===== config.mk =====
export PLATFORM = sky130hd
export DESIGN_NAME = decode_issue_ctrl_flat
export DESIGN_NICKNAME = d
export VERILOG_FILES = /design/src/rtl/decode_issue_ctrl_if.sv /design/src/rtl/decode_issue_ctrl.sv /design/src/flat_wrapper.sv
export SDC_FILE = /design/constraint.sdc
export NUM_CORES = 1
export LEC_CHECK = 0
export CAP_MARGIN = 10
export CORE_ASPECT_RATIO = 1.75
export CORE_MARGIN = 2
export CORE_UTILIZATION = 44
export DETAILED_ROUTE_END_ITERATION = 8
export GPL_TIMING_DRIVEN = 0
export PLACE_DENSITY_LB_ADDON = 0.08
export SYNTH_ARGS = -nofsm -noshare
export SYNTH_HDL_FRONTEND = slang
export SYNTH_SLANG_ARGS = --single-unit

===== constraint.sdc =====
create_clock -name clk -period 6 [get_ports clk]
set_input_delay 0.9 -clock clk [delete_from_list [all_inputs] [get_ports clk]]
set_output_delay 0.9 -clock clk [all_outputs]
set_load 0.05 [all_outputs]

===== src/rtl/decode_issue_ctrl_if.sv =====
`default_nettype none
// ============================================================================
//  Module      : decode_issue_ctrl_if
//  Description : Fetch, issue and writeback signal bundle for the
//                decode/issue stage controller.
//  Revision    : 1.0  initial release
// ============================================================================
interface decode_issue_ctrl_if;
    // fetch side
    logic        if_valid;
    logic [31:0] if_instr;
    logic [31:0] if_pc;
    logic        if_ready;
    // issue side
    logic        ex_valid;
    logic        ex_ready;
    logic [31:0] ex_instr;
    logic [31:0] ex_pc;
    logic [2:0]  ex_fmt;
    logic [4:0]  ex_rd;
    logic [4:0]  ex_rs1;
    logic [4:0]  ex_rs2;
    logic [31:0] ex_imm;
    logic        ex_illegal;
    // redirect and writeback
    logic        flush;
    logic        wb_valid;
    logic [4:0]  wb_rd;

    // Environment view: drives fetch, execute-ready, flush and writeback.
    modport master (
        output if_valid, if_instr, if_pc, ex_ready, flush, wb_valid, wb_rd,
        input  if_ready, ex_valid, ex_instr, ex_pc, ex_fmt, ex_rd, ex_rs1,
               ex_rs2, ex_imm, ex_illegal
    );

    // Decode/issue controller view.
    modport slave (
        input  if_valid, if_instr, if_pc, ex_ready, flush, wb_valid, wb_rd,
        output if_ready, ex_valid, ex_instr, ex_pc, ex_fmt, ex_rd, ex_rs1,
               ex_rs2, ex_imm, ex_illegal
    );
endinterface
`default_nettype wire


===== src/rtl/decode_issue_ctrl.sv =====
`default_nettype none
// ============================================================================
//  Module      : decode_issue_ctrl
//  Description : RV32I decode/issue controller. Classifies fetched
//                instructions, extracts register indices and immediates,
//                holds them in a one-entry issue register and blocks
//                acceptance on RAW/WAW hazards tracked by a busy scoreboard.
//  Revision    : 1.0  initial release
// ============================================================================
module decode_issue_ctrl (
    input wire logic           clk,
    input wire logic           reset,
    decode_issue_ctrl_if.slave bus
);

    localparam logic [6:0] c_OPC_LUI    = 7'h37;
    localparam logic [6:0] c_OPC_AUIPC  = 7'h17;
    localparam logic [6:0] c_OPC_OPIMM  = 7'h13;
    localparam logic [6:0] c_OPC_OP     = 7'h33;
    localparam logic [6:0] c_OPC_LOAD   = 7'h03;
    localparam logic [6:0] c_OPC_STORE  = 7'h23;
    localparam logic [6:0] c_OPC_BRANCH = 7'h63;
    localparam logic [6:0] c_OPC_JAL    = 7'h6F;
    localparam logic [6:0] c_OPC_JALR   = 7'h67;

    localparam logic [2:0] c_FMT_U      = 3'd0;
    localparam logic [2:0] c_FMT_I      = 3'd1;
    localparam logic [2:0] c_FMT_R      = 3'd2;
    localparam logic [2:0] c_FMT_LOAD   = 3'd3;
    localparam logic [2:0] c_FMT_STORE  = 3'd4;
    localparam logic [2:0] c_FMT_BRANCH = 3'd5;
    localparam logic [2:0] c_FMT_JAL    = 3'd6;
    localparam logic [2:0] c_FMT_JALR   = 3'd7;

    logic [31:0] w_instr;
    logic [2:0]  w_fmt;
    logic        w_illegal;
    logic        w_wr_rd;
    logic        w_use_rs1;
    logic        w_use_rs2;
    logic [31:0] w_imm;
    logic [4:0]  w_rd;
    logic [4:0]  w_rs1;
    logic [4:0]  w_rs2;
    logic [31:0] w_pend;
    logic        w_hazard;
    logic        w_if_ready;
    logic        w_accept;
    logic        w_issue;

    logic        r_ex_valid;
    logic [31:0] r_ex_instr;
    logic [31:0] r_ex_pc;
    logic [2:0]  r_ex_fmt;
    logic [4:0]  r_ex_rd;
    logic [4:0]  r_ex_rs1;
    logic [4:0]  r_ex_rs2;
    logic [31:0] r_ex_imm;
    logic        r_ex_illegal;
    logic [31:0] r_busy;

    assign w_instr = bus.if_instr;

    // Classify the incoming opcode and build its immediate.
    always_comb begin
        w_fmt     = c_FMT_U;
        w_illegal = 1'b0;
        w_wr_rd   = 1'b0;
        w_use_rs1 = 1'b0;
        w_use_rs2 = 1'b0;
        w_imm     = '0;
        case (w_instr[6:0])
            c_OPC_LUI, c_OPC_AUIPC: begin
                w_wr_rd = 1'b1;
                w_imm   = {w_instr[31:12], 12'b0};
            end
            c_OPC_OPIMM: begin
                w_fmt = c_FMT_I;  w_wr_rd = 1'b1; w_use_rs1 = 1'b1;
                w_imm = {{20{w_instr[31]}}, w_instr[31:20]};
            end
            c_OPC_OP: begin
                w_fmt = c_FMT_R;  w_wr_rd = 1'b1; w_use_rs1 = 1'b1; w_use_rs2 = 1'b1;
            end
            c_OPC_LOAD: begin
                w_fmt = c_FMT_LOAD; w_wr_rd = 1'b1; w_use_rs1 = 1'b1;
                w_imm = {{20{w_instr[31]}}, w_instr[31:20]};
            end
            c_OPC_STORE: begin
                w_fmt = c_FMT_STORE; w_use_rs1 = 1'b1; w_use_rs2 = 1'b1;
                w_imm = {{20{w_instr[31]}}, w_instr[31:25], w_instr[11:7]};
            end
            c_OPC_BRANCH: begin
                w_fmt = c_FMT_BRANCH; w_use_rs1 = 1'b1; w_use_rs2 = 1'b1;
                w_imm = {{19{w_instr[31]}}, w_instr[31], w_instr[7],
                         w_instr[30:25], w_instr[11:8], 1'b0};
            end
            c_OPC_JAL: begin
                w_fmt = c_FMT_JAL; w_wr_rd = 1'b1;
                w_imm = {{11{w_instr[31]}}, w_instr[31], w_instr[19:12],
                         w_instr[20], w_instr[30:21], 1'b0};
            end
            c_OPC_JALR: begin
                w_fmt = c_FMT_JALR; w_wr_rd = 1'b1; w_use_rs1 = 1'b1;
                w_imm = {{20{w_instr[31]}}, w_instr[31:20]};
            end
            default: w_illegal = 1'b1;
        endcase
    end

    // Unused fields read as index 0, which is never pending.
    assign w_rd  = w_wr_rd   ? w_instr[11:7]  : 5'd0;
    assign w_rs1 = w_use_rs1 ? w_instr[19:15] : 5'd0;
    assign w_rs2 = w_use_rs2 ? w_instr[24:20] : 5'd0;

    // Pending registers: busy and not being written back this cycle, or
    // the destination of the instruction sitting in the issue register.
    // The held rd is zeroed for non-writing formats, so a nonzero match
    // already implies it writes rd.
    always_comb begin
        w_pend = '0;
        for (int i = 1; i < 32; i++) begin
            w_pend[i] = (r_busy[i] && !(bus.wb_valid && bus.wb_rd == 5'(i))) ||
                        (r_ex_valid && r_ex_rd == 5'(i));
        end
    end

    assign w_hazard   = !w_illegal && (w_pend[w_rs1] || w_pend[w_rs2] || w_pend[w_rd]);
    assign w_if_ready = !reset && !bus.flush && !w_hazard && (!r_ex_valid || bus.ex_ready);
    assign w_accept   = bus.if_valid && w_if_ready;
    assign w_issue    = r_ex_valid && bus.ex_ready;

    // Issue register: flush beats accept, accept beats drain-on-issue.
    always_ff @(posedge clk) begin
        if (reset) begin
            r_ex_valid   <= 1'b0;
            r_ex_instr   <= '0;
            r_ex_pc      <= '0;
            r_ex_fmt     <= '0;
            r_ex_rd      <= '0;
            r_ex_rs1     <= '0;
            r_ex_rs2     <= '0;
            r_ex_imm     <= '0;
            r_ex_illegal <= 1'b0;
        end else if (bus.flush) begin
            r_ex_valid   <= 1'b0;
        end else if (w_accept) begin
            r_ex_valid   <= 1'b1;
            r_ex_instr   <= w_instr;
            r_ex_pc      <= bus.if_pc;
            r_ex_fmt     <= w_fmt;
            r_ex_rd      <= w_rd;
            r_ex_rs1     <= w_rs1;
            r_ex_rs2     <= w_rs2;
            r_ex_imm     <= w_imm;
            r_ex_illegal <= w_illegal;
        end else if (w_issue) begin
            r_ex_valid   <= 1'b0;
        end
    end

    // Scoreboard: issue sets the destination, writeback clears; set wins.
    always_ff @(posedge clk) begin
        if (reset) begin
            r_busy <= '0;
        end else begin
            r_busy[0] <= 1'b0;
            for (int i = 1; i < 32; i++) begin
                if (w_issue && r_ex_rd == 5'(i)) begin
                    r_busy[i] <= 1'b1;
                end else if (bus.wb_valid && bus.wb_rd == 5'(i)) begin
                    r_busy[i] <= 1'b0;
                end
            end
        end
    end

    assign bus.if_ready   = w_if_ready;
    assign bus.ex_valid   = r_ex_valid;
    assign bus.ex_instr   = r_ex_instr;
    assign bus.ex_pc      = r_ex_pc;
    assign bus.ex_fmt     = r_ex_fmt;
    assign bus.ex_rd      = r_ex_rd;
    assign bus.ex_rs1     = r_ex_rs1;
    assign bus.ex_rs2     = r_ex_rs2;
    assign bus.ex_imm     = r_ex_imm;
    assign bus.ex_illegal = r_ex_illegal;

endmodule
`default_nettype wire

===== src/flat_wrapper.sv =====
// flat-port wrapper written by rule: the top's interface ports become plain ports
module decode_issue_ctrl_flat 
  (clk, reset, bus_if_valid, bus_if_instr, bus_if_pc, bus_ex_ready, bus_flush, bus_wb_valid, bus_wb_rd, bus_if_ready, bus_ex_valid, bus_ex_instr, bus_ex_pc, bus_ex_fmt, bus_ex_rd, bus_ex_rs1, bus_ex_rs2, bus_ex_imm, bus_ex_illegal);
  decode_issue_ctrl_if bus_i ();
  input wire logic clk;
  input wire logic reset;
  input wire logic [$bits(bus_i.if_valid)-1:0] bus_if_valid;
  input wire logic [$bits(bus_i.if_instr)-1:0] bus_if_instr;
  input wire logic [$bits(bus_i.if_pc)-1:0] bus_if_pc;
  input wire logic [$bits(bus_i.ex_ready)-1:0] bus_ex_ready;
  input wire logic [$bits(bus_i.flush)-1:0] bus_flush;
  input wire logic [$bits(bus_i.wb_valid)-1:0] bus_wb_valid;
  input wire logic [$bits(bus_i.wb_rd)-1:0] bus_wb_rd;
  output wire logic [$bits(bus_i.if_ready)-1:0] bus_if_ready;
  output wire logic [$bits(bus_i.ex_valid)-1:0] bus_ex_valid;
  output wire logic [$bits(bus_i.ex_instr)-1:0] bus_ex_instr;
  output wire logic [$bits(bus_i.ex_pc)-1:0] bus_ex_pc;
  output wire logic [$bits(bus_i.ex_fmt)-1:0] bus_ex_fmt;
  output wire logic [$bits(bus_i.ex_rd)-1:0] bus_ex_rd;
  output wire logic [$bits(bus_i.ex_rs1)-1:0] bus_ex_rs1;
  output wire logic [$bits(bus_i.ex_rs2)-1:0] bus_ex_rs2;
  output wire logic [$bits(bus_i.ex_imm)-1:0] bus_ex_imm;
  output wire logic [$bits(bus_i.ex_illegal)-1:0] bus_ex_illegal;
  assign bus_i.if_valid = bus_if_valid;
  assign bus_i.if_instr = bus_if_instr;
  assign bus_i.if_pc = bus_if_pc;
  assign bus_i.ex_ready = bus_ex_ready;
  assign bus_i.flush = bus_flush;
  assign bus_i.wb_valid = bus_wb_valid;
  assign bus_i.wb_rd = bus_wb_rd;
  assign bus_if_ready = bus_i.if_ready;
  assign bus_ex_valid = bus_i.ex_valid;
  assign bus_ex_instr = bus_i.ex_instr;
  assign bus_ex_pc = bus_i.ex_pc;
  assign bus_ex_fmt = bus_i.ex_fmt;
  assign bus_ex_rd = bus_i.ex_rd;
  assign bus_ex_rs1 = bus_i.ex_rs1;
  assign bus_ex_rs2 = bus_i.ex_rs2;
  assign bus_ex_imm = bus_i.ex_imm;
  assign bus_ex_illegal = bus_i.ex_illegal;
  decode_issue_ctrl u_core (.clk(clk), .reset(reset), .bus(bus_i));
endmodule

Word level (Yosys, flattened, before mapping) --
Cells that the tools add are included.
Word-level totals: register bits after elaboration 147, word-level logic and storage cells 433
Cells by class: equality and inequality tests 71, bitwise logic cells 1, order comparisons 3, multiplexer cells 79, reduce and logical (&&, ||, !) cells 239
Operator list (count):
- 5-bit equality test, second input constant | 32
- 32-bit case mux with 5 select lines | 1
- 1-bit logical AND | 130
- 5-bit by 4-bit equality test with 1-bit output, second input constant | 16
- 1-bit two-way mux | 71
- 2-bit nonzero test | 32
- 5-bit by 3-bit equality test with 1-bit output, second input constant | 8
- 1-bit zero test | 35
- 1-bit logical OR | 34
- 7-bit by 6-bit equality test with 1-bit output, second input constant | 3
- 7-bit equality test, second input constant | 3
- 3-bit case mux with 7 select lines | 1
- 5-bit by 2-bit equality test with 1-bit output, second input constant | 4
- 5-bit by 6-bit < comparator with 1-bit output, second input constant | 3
- 1-bit binary-select mux with 5-bit select | 3
- 5-bit two-way mux | 3
- 7-bit by 5-bit equality test with 1-bit output, second input constant | 2
- 5-bit by 1-bit equality test with 1-bit output, second input constant | 2
- 9-bit OR reduction | 1
- 7-bit by 2-bit equality test with 1-bit output, second input constant | 1
- 7-bit OR reduction | 1
- 3-bit OR reduction | 2
- 6-bit OR reduction | 1
- 2-bit OR reduction | 2
- 2 further kinds | 2

Logic depth before layout (Yosys ltp) --
Gate-level depths: netlist of the first run.
word-level depth 15, mapped depth 14, mapped depth without buffers 9

Least setup slack after synthesis of the first run --
OpenSTA, ideal clock, no wires.
path kind in2out, from input port bus_wb_rd[0], to output port bus_if_ready, data arrival time 3.752 ns, slack 1.348 ns, buffers on the path 4, data required time 5.100 ns, stages on the path 12, cells stage by stage buf_2 > or4b_4 > o21ai_2 > nand2_1 > o21ai_0 > or3b_1 > a311o_1 > or4_1 > buf_2 > buf_6 > nor2_4 > buf_4
On the way: word-level cells in the longest chain between the ends 13, elaborated cells on any way between the ends 167, classes of those cells eq/ne: 31; mux: 6; reduce/logical: 130
RTL lines:
- start, declared | RTL line flat_wrapper.sv:13 | input wire logic [$bits(bus_i.wb_rd)-1:0] bus_wb_rd;
- 5-bit by 1-bit equality test with 1-bit output, or another cell as far along | RTL line decode_issue_ctrl.sv:122 | w_pend[i] = (r_busy[i] && !(bus.wb_valid && bus.wb_rd == 5'(i))) ||
- 1-bit logical AND | RTL line decode_issue_ctrl.sv:122
- 1-bit zero test | RTL line decode_issue_ctrl.sv:122
- 1-bit logical AND | RTL line decode_issue_ctrl.sv:122
- 1-bit logical OR | RTL line decode_issue_ctrl.sv:122
- 1-bit binary-select mux with 5-bit select | RTL line decode_issue_ctrl.sv:127 | assign w_hazard = !w_illegal && (w_pend[w_rs1] || w_pend[w_rs2] || w_pend[w_rd]);
- 1-bit two-way mux (implied by the code) | RTL line decode_issue_ctrl.sv:127
- 1-bit logical OR | RTL line decode_issue_ctrl.sv:127
- 1-bit logical OR * | RTL line decode_issue_ctrl.sv:127
- 1-bit logical AND * | RTL line decode_issue_ctrl.sv:127
- 1-bit zero test * | RTL line decode_issue_ctrl.sv:128 | assign w_if_ready = !reset && !bus.flush && !w_hazard && (!r_ex_valid || bus.ex_ready);
- 1-bit logical AND * (2 in a row) | RTL line decode_issue_ctrl.sv:128
- end, declared | RTL line flat_wrapper.sv:14 | output wire logic [$bits(bus_i.if_ready)-1:0] bus_if_ready;
Mark *: on every way between the ends. The rest lies on a longest branch, timed or not. The select of a mux whose other input is x is not followed.

Worst setup path in the final report of the first run --
from input port bus_if_instr[4], to output port bus_if_ready
On the way: word-level cells in the longest chain between the ends 12, elaborated cells on any way between the ends 31, classes of those cells eq/ne: 9; mux: 12; reduce/logical: 10
RTL lines:
- start, declared | RTL line flat_wrapper.sv:8 | input wire logic [$bits(bus_i.if_instr)-1:0] bus_if_instr;
- 7-bit by 6-bit equality test with 1-bit output, or another cell as far along | RTL line decode_issue_ctrl.sv:72 | case (w_instr[6:0])
- 6-bit OR reduction (no line) or 3-bit OR reduction (tied branches)
- 1-bit two-way mux | RTL line decode_issue_ctrl.sv:72
- 5-bit two-way mux, on equally long branches | RTL line decode_issue_ctrl.sv:112, decode_issue_ctrl.sv:113
- 1-bit binary-select mux with 5-bit select | RTL line decode_issue_ctrl.sv:127
- 1-bit two-way mux (implied by the code) | RTL line decode_issue_ctrl.sv:127
- 1-bit logical OR (2 in a row) | RTL line decode_issue_ctrl.sv:127
- 1-bit logical AND * | RTL line decode_issue_ctrl.sv:127
- 1-bit zero test * | RTL line decode_issue_ctrl.sv:128
- 1-bit logical AND * (2 in a row) | RTL line decode_issue_ctrl.sv:128
Marked as above.

==> flow_metrics.py, run 1 <==
metrics = {
    "yosys": {
        "yosysWarnings": 0,
        "synth_top_flop_cell": "dfxtp_1",
        "synth_edf_count": 0,
        "syn-instance-count": 1004,
        "async_flop_share": 0,
        "synthTopCellsByArea": "dfxtp_1, a21oi_1, o21ai_0, nand3_1, nand2_1",
        "yosysTopAreaCell": "dfxtp_1",
        "syn_area_sq_um": 7560,
        "syn_avg_cell_area_sq_um": 7.53,
        "ys_ff_latch": 147,
        "syn_nets": 1079,
        "synth_top_cell_area_share": 0.389,
        "synth_cell_types": 73,
        "synth_seq_area_share": 0.389,
    },
    "final_layout": {
        "finalNetCount": 1281,
        "utilization": 0.611,
        "drive_above_1_share": 0.0566,
        "syn2layout_area_growth_pct": 36.4,
        "nFillCells": 1660,
        "final_cell_mix": "clkdlybuf4s50_1, a21oi_1, dfxtp_1",
        "mostFrequentLayoutCell": "clkdlybuf4s50_1",
    },
    "power_and_ir_drop": {
        "p_clk_frac": 0.430,
        "leakage_nw": 3.42,
        "p_seq_frac": 0.402,
        "sw_frac_of_total": 0.299,
        "comb_power_share": 0.167,
        "power_density_nw_per_um2": 244,
        "max-vdd-ir-drop_uv": 175,
        "p_total_mw": 2.52,
        "p_sw_mw": 0.753,
        "p_int_mw": 1.77,
    },
    "worst_setup_path": {
        "cp_common_cell": "buf_2",
        "crit_chain": "clkdlybuf4s50_1, nand3b_1, a21oi_1, nand2_1, o211ai_1, o2111ai_1, and3_1, or4_1, buf_2, buf_6, nor2_4, buf_4, buf_2",
        "critPathArrivalTime_ps": 5050,
        "crit_slowest_cell": "a21oi_1",
        "worstReg2RegEnd": "u_core.bus.ex_rd[4]$_SDFFE_PP0P_",
        "critPathMaxStageDelay_ps": 670,
        "crit_type": "in2out",
        "start_kind": "primary input",
        "rr_worst_depth": 12,
        "rrSetupSlack_ps": 1170,
        "required_ps": 5100,
        "path_max_fanout": 10,
        "reg2reg_from": "u_core.bus.ex_valid$_SDFFE_PP0P_",
        "cp-end-kind": "output pin",
    },
    "worst_hold_path": {
        "hold_depth": 2,
        "worstHoldStart": "u_core.bus.ex_instr[24]$_SDFFE_PP0P_",
        "min_to": "u_core.bus.ex_instr[24]$_SDFFE_PP0P_",
        "min_path_type": "reg2reg",
    },
    "global_routing": {
        "grt_overflow": 0,
        "grt_start_max_net_pins": 17,
        "grt.total_usage": 0.357,
        "antenna_found_initial": 0,
        "grt_pass1_wl_um": 48600,
        "grt_pass1_vias": 8644,
    },
    "detailed_routing": {
        "wl_per_cell_um": 22.7,
        "avgViaCountPerCell": 6.13,
        "drtIter0Drc": 628,
        "route.met2.wl_um": 17300,
        "route.met3.wl_um": 2080,
        "drt-met1-wl_um": 10900,
        "top_layer": "met4",
        "num_vias": 8877,
        "ant_nets": 0,
        "drc_errors": 0,
        "dr.pass1.iters": 7,
        "drt-total-wl_um": 32800,
    },
    "clock_network": {
        "tritoncts": "done",
        "cts.reportedPaths.clkPinSlew_ps": 60,
        "clock_path_buffers": 2,
        "clkLatencyLatePin_ps": 430,
        "h-tree-depth": 4,
        "post_cts_buffers": 0,
        "cts_buffers": 17,
        "cts_root_buf": "clkbuf_16",
        "cts.sinks": 147,
    },
    "place": {
        "dp_hpwl_um": 25500,
        "port_buffers": 182,
        "gp_congestion": 1.01,
    },
    "floorplan": {
        "fp-row-count": 63,
        "die_h_um": 177,
        "start_util": 0.448,
        "io_pins": 192,
        "core-area_sq_um": 16900,
        "die_x_um": 103,
        "die_area_sq_um": 18300,
    },
    "sta": {
        "slew_headroom": 0.262,
        "tightest_slew_ps": 1100,
        "setup_viol": 0,
        "maxSlewViolCount": 0,
        "layout_min_cycle_time_ps": 5950,
        "tns_ps": 0,
        "hold_viol_final": 0,
        "finalClockSkew_ps": 6.40,
        "fmax_ghz": 0.168,
        "rsz0062_at_grt": "no",
        "period_share": 0.991,
    },
    "run_status": {
        "outcome": "complete, no violations",
    },
    "job": {
        "maxCapViolCount": 0,
    },
}
## kinds of logic after synthesis
group / Yosys count / share of synthesized area
compound gates: 420 / 0.320
xor+xnor: 1 / 0.00116
buf+inv: 111 / 0.0594
flops: 147 / 0.389
mux: 4 / 0.00711
simple gates: 321 / 0.223
## flip-flops by register name, indices dropped and copies added (netlist names)
| signal | flops |
|---|---|
| u_core.bus.ex_rs2 | 5 |
| u_core.bus.ex_imm | 32 |
| u_core.r_busy | 31 |
| u_core.bus.ex_instr | 32 |
| u_core.bus.ex_pc | 32 |
| u_core.bus.ex_illegal | 1 |
| u_core.bus.ex_fmt | 3 |
| u_core.bus.ex_rd | 5 |
| u_core.bus.ex_valid | 1 |
| u_core.bus.ex_rs1 | 5 |
## routing by layer
metal | vias to the layer above | global-route usage
met5 | - | 0
met4 | 0 | 0.251
met3 | 140 | 0.0547
met2 | 455 | 0.650
met1 | 4161 | 0.358
li1 | 4121 | -
## repair_timing
item                       4_1_cts  5_1_grt
gates resized for setup          8       13
hold buffers                     0        0
setup endpoints to repair        1        1
## area by class of cell
class	instances	area [sq um]	area share
Multi-Input combinational cell	746	4220	0.409
Inverter	11	41.3	0.00400
Clock buffer	19	443	0.0429
Sequential cell	147	2940	0.285
Tap cell	227	284	0.0275
Timing Repair Buffer	183	1820	0.177
Clock inverter	13	149	0.0144
Buffer	100	409	0.0397
Antenna cell	2	5.00	0.000485
## critical path: cells and delay by family
| kind | cells | cell delay [ps] |
|---|---|---|
| buffers and inverters | 5 | 1520 |
| AND/OR/NAND/NOR | 5 | 1500 |
| AO/OA/AOI/OAI | 3 | 1090 |
## metrics by stage
step           setup WS (ps)  instance area [sq um]  cells  hold WS (ps)
6_report                52.6                  10300   1448           470
3_3_place_gp            -583                   9670   1413           459
3_5_place_dp            -577                   9670   1413           465
4_1_cts                 22.2                  10300   1445           474
5_1_grt                 36.5                  10300   1446           490
2_1_floorplan           1350                   7560   1004           453
## power groups by stage
stage | sequential [mW] | combinational, mW | clock (mW)
after floorplan | 1.12 | 0.148 | 0
after global routing | 1.02 | 0.445 | 1.12
final | 1.01 | 0.421 | 1.08
after CTS | 1.01 | 0.415 | 1.09
after global placement | 1.04 | 0.412 | 0
after detailed placement | 1.04 | 0.412 | 0
## how the worst max path moves through the flow
stage                              end            start  slack (ps)
after CTS                 bus_if_ready     bus_wb_valid          20
after global placement    bus_if_ready  bus_if_instr[3]        -580
after detailed placement  bus_if_ready  bus_if_instr[3]        -580
after global routing      bus_if_ready     bus_wb_rd[1]          40
after floorplan           bus_if_ready     bus_wb_rd[0]        1350
final                     bus_if_ready  bus_if_instr[4]          50
## synthesized netlist by cell type, types with 3 or more instances
| master | instances |
|---|---|
| buf_4 | 3 |
| nand2b_1 | 7 |
| nand4b_1 | 4 |
| o31ai_1 | 3 |
| a32oi_1 | 5 |
| or3_1 | 6 |
| o211ai_1 | 10 |
| a21oi_1 | 180 |
| and2_1 | 7 |
| o21ai_0 | 115 |
| nor3_1 | 7 |
| nor2_1 | 22 |
| a211oi_1 | 3 |
| nor2b_1 | 21 |
| buf_2 | 11 |
| o2111ai_1 | 3 |
| or4_1 | 3 |
| nand2_1 | 105 |
| a41oi_1 | 3 |
| a22oi_1 | 5 |
| a2111oi_0 | 5 |
| nand4_1 | 5 |
| and4b_1 | 3 |
| o21ai_1 | 27 |
| nand3_1 | 101 |
| dfxtp_1 | 147 |
| a31oi_1 | 8 |
| and4_1 | 3 |
| nand4bb_1 | 3 |
| inv_1 | 10 |
| a311oi_1 | 31 |
| clkbuf_1 | 83 |
Power figures use the tool's default switching activity.
==> run 2: changes to the inputs <==
--- a/config.mk
+++ b/config.mk
@@ -10,6 +10,8 @@
 export CORE_MARGIN = 2
 export CORE_UTILIZATION = 44
 export DETAILED_ROUTE_END_ITERATION = 8
+export DONT_BUFFER_PORTS = 1
+export GPL_ROUTABILITY_DRIVEN = 0
 export GPL_TIMING_DRIVEN = 0
 export PLACE_DENSITY_LB_ADDON = 0.08
 export SYNTH_ARGS = -nofsm -noshare
==> flow_metrics.py, run 2 (synthesized netlist as in run 1, its figures left out) <==
metrics = {
    "run_status": {
        "outcome": "complete, no violations",
    },
    "power_and_ir_drop": {
        "sw_frac_of_total": 0.296,
        "comb_power_share": 0.093,
        "leakage_nw": 2.72,
        "power_density_nw_per_um2": 282,
        "p_sw_mw": 0.702,
        "p_seq_frac": 0.467,
        "p_total_mw": 2.37,
        "p_int_mw": 1.67,
        "p_clk_frac": 0.441,
        "max-vdd-ir-drop_uv": 159,
    },
    "sta": {
        "rsz0062_at_grt": "no",
        "maxSlewViolCount": 0,
        "slew_headroom": 0.254,
        "finalClockSkew_ps": 7.19,
        "setup_viol": 0,
        "final.setup.worst_slack_ps": 408,
        "whs_ps": 494,
        "tns_ps": 0,
        "layout_min_cycle_time_ps": 5590,
        "period_share": 0.932,
        "fmax_ghz": 0.179,
        "hold_viol_final": 0,
        "tightest_slew_ps": 1110,
    },
    "final_layout": {
        "utilization": 0.499,
        "finalInstanceArea_sq_um": 8430,
        "finalNonFillerCells": 1265,
        "final_cell_mix": "a21oi_1, dfxtp_1, o21ai_0",
        "syn2layout_area_growth_pct": 11.4,
        "finalNetCount": 1099,
        "mostFrequentLayoutCell": "a21oi_1",
        "drive_above_1_share": 0.0579,
    },
    "clock_network": {
        "tritoncts": "done",
        "cts.sinks": 147,
        "holdBufCountCts": 0,
        "cts_root_buf": "clkbuf_16",
        "cts.reportedPaths.clkPinSlew_ps": 50,
        "cts.repair.resized": 0,
        "h-tree-depth": 4,
        "post_cts_buffers": 0,
        "clkLatencyLatePin_ps": 430,
        "cts_buffers": 17,
        "clock_path_buffers": 2,
    },
    "worst_setup_path": {
        "path_delay_family": "simple AND/OR/NAND/NOR gates",
        "start_kind": "primary input",
        "crit_slowest_cell": "nor4b_2",
        "crit_type": "in2out",
        "cp_num_buf_inv": 5,
        "critPathMaxStageDelay_ps": 650,
        "crit_chain": "buf_2, inv_2, nor4b_2, nor3_2, nor2_1, nand3_1, a311o_1, or4_1, buf_2, buf_6, nor2_4, buf_4",
        "rrSetupSlack_ps": 980,
        "cp-end-kind": "output pin",
        "critPathArrivalTime_ps": 4690,
        "required_ps": 5100,
        "path_max_fanout": 10,
        "cp_common_cell": "buf_2",
    },
    "detailed_routing": {
        "avgViaCountPerCell": 6.36,
        "drc_errors": 0,
        "ant_nets": 0,
        "drtIter0Drc": 594,
        "num_vias": 8050,
        "dr.pass1.iters": 5,
        "drt-total-wl_um": 30400,
        "wl_per_cell_um": 24.0,
    },
    "job": {
        "maxCapViolCount": 0,
    },
    "global_routing": {
        "grt_pass1_wl_um": 44500,
        "antenna_found_initial": 0,
        "grt_start_max_net_pins": 17,
        "grt_pass1_vias": 7766,
        "grt_overflow": 0,
        "grt.total_usage": 0.327,
    },
    "floorplan": {
        "die_area_sq_um": 18300,
        "start_util": 0.448,
        "die_h_um": 177,
        "core-area_sq_um": 16900,
        "die_x_um": 103,
        "fp-row-count": 63,
        "io_pins": 192,
    },
    "place": {
        "dpl_cell_area_sq_um": 7850,
        "preCtsSetupSlack_ps": 570,
        "dp_hpwl_um": 23300,
        "port_buffers": 0,
        "dp.cells": 1231,
    },
    "worst_hold_path": {
        "min_path_type": "reg2reg",
    },
}
run 2: cell types whose count changed in the layout (fill, tap and decap cells not counted), moves of 2 or more:
cell,change
o21ai_0,+5
clkdlybuf4s50_1,-181
clkinv_2,+3
clkbuf_1,+2
o21ai_2,-4
nor3_4,-2
inv_6,-2
run 2: layout make-up:
class | instances | area [sq um]
fillers | 1751 | 8440
multi-input cells | 746 | 4170
flip-flops and latches | 147 | 2940
clock buffers | 19 | 433
plain buffers | 100 | 408
well taps | 227 | 284
clock inverters | 13 | 134
inverters | 11 | 41.3
repair buffers | 1 | 7.51
diodes | 1 | 2.50
run 2: tightest hold or removal path: stages, from the launching register on:
cell	delay (ps)
dfxtp_1	290
o21ai_0	90
a21oi_1	70
run 2: per-layer routing:
layer | share of wire | GRT usage | wire [um] | vias to the layer above
li1 | - | - | - | 3763
met1 | 0.33 | 0.330 | 10100 | 3694
met2 | 0.51 | 0.557 | 15400 | 448
met3 | 0.086 | 0.0882 | 2630 | 145
met4 | 0.074 | 0.248 | 2260 | 0
met5 | 0 | 0 | 0 | -
run 2: path summary, 6_finish.rpt:
path | end | cells after the start | start
worst min-delay path | u_core.r_busy[21]$_SDFFE_PP0P_ | 2 | u_core.r_busy[21]$_SDFFE_PP0P_
worst max-delay path | bus_if_ready | 12 | bus_if_instr[2]
worst min register to register | u_core.r_busy[21]$_SDFFE_PP0P_ | 2 | u_core.r_busy[21]$_SDFFE_PP0P_
worst max register to register | u_core.bus.ex_rd[4]$_SDFFE_PP0P_ | 12 | u_core.bus.ex_valid$_SDFFE_PP0P_
run 2: power groups by stage:
| stage | clock (mW) | combinational (mW) | sequential (mW) |
|---|---|---|---|
| final | 1.04 | 0.220 | 1.11 |
| after global routing | 1.09 | 0.238 | 1.11 |
| after CTS | 1.06 | 0.215 | 1.11 |
| after global placement | 0 | 0.214 | 1.13 |
| after detailed placement | 0 | 0.214 | 1.13 |
| after floorplan | 0 | 0.148 | 1.12 |
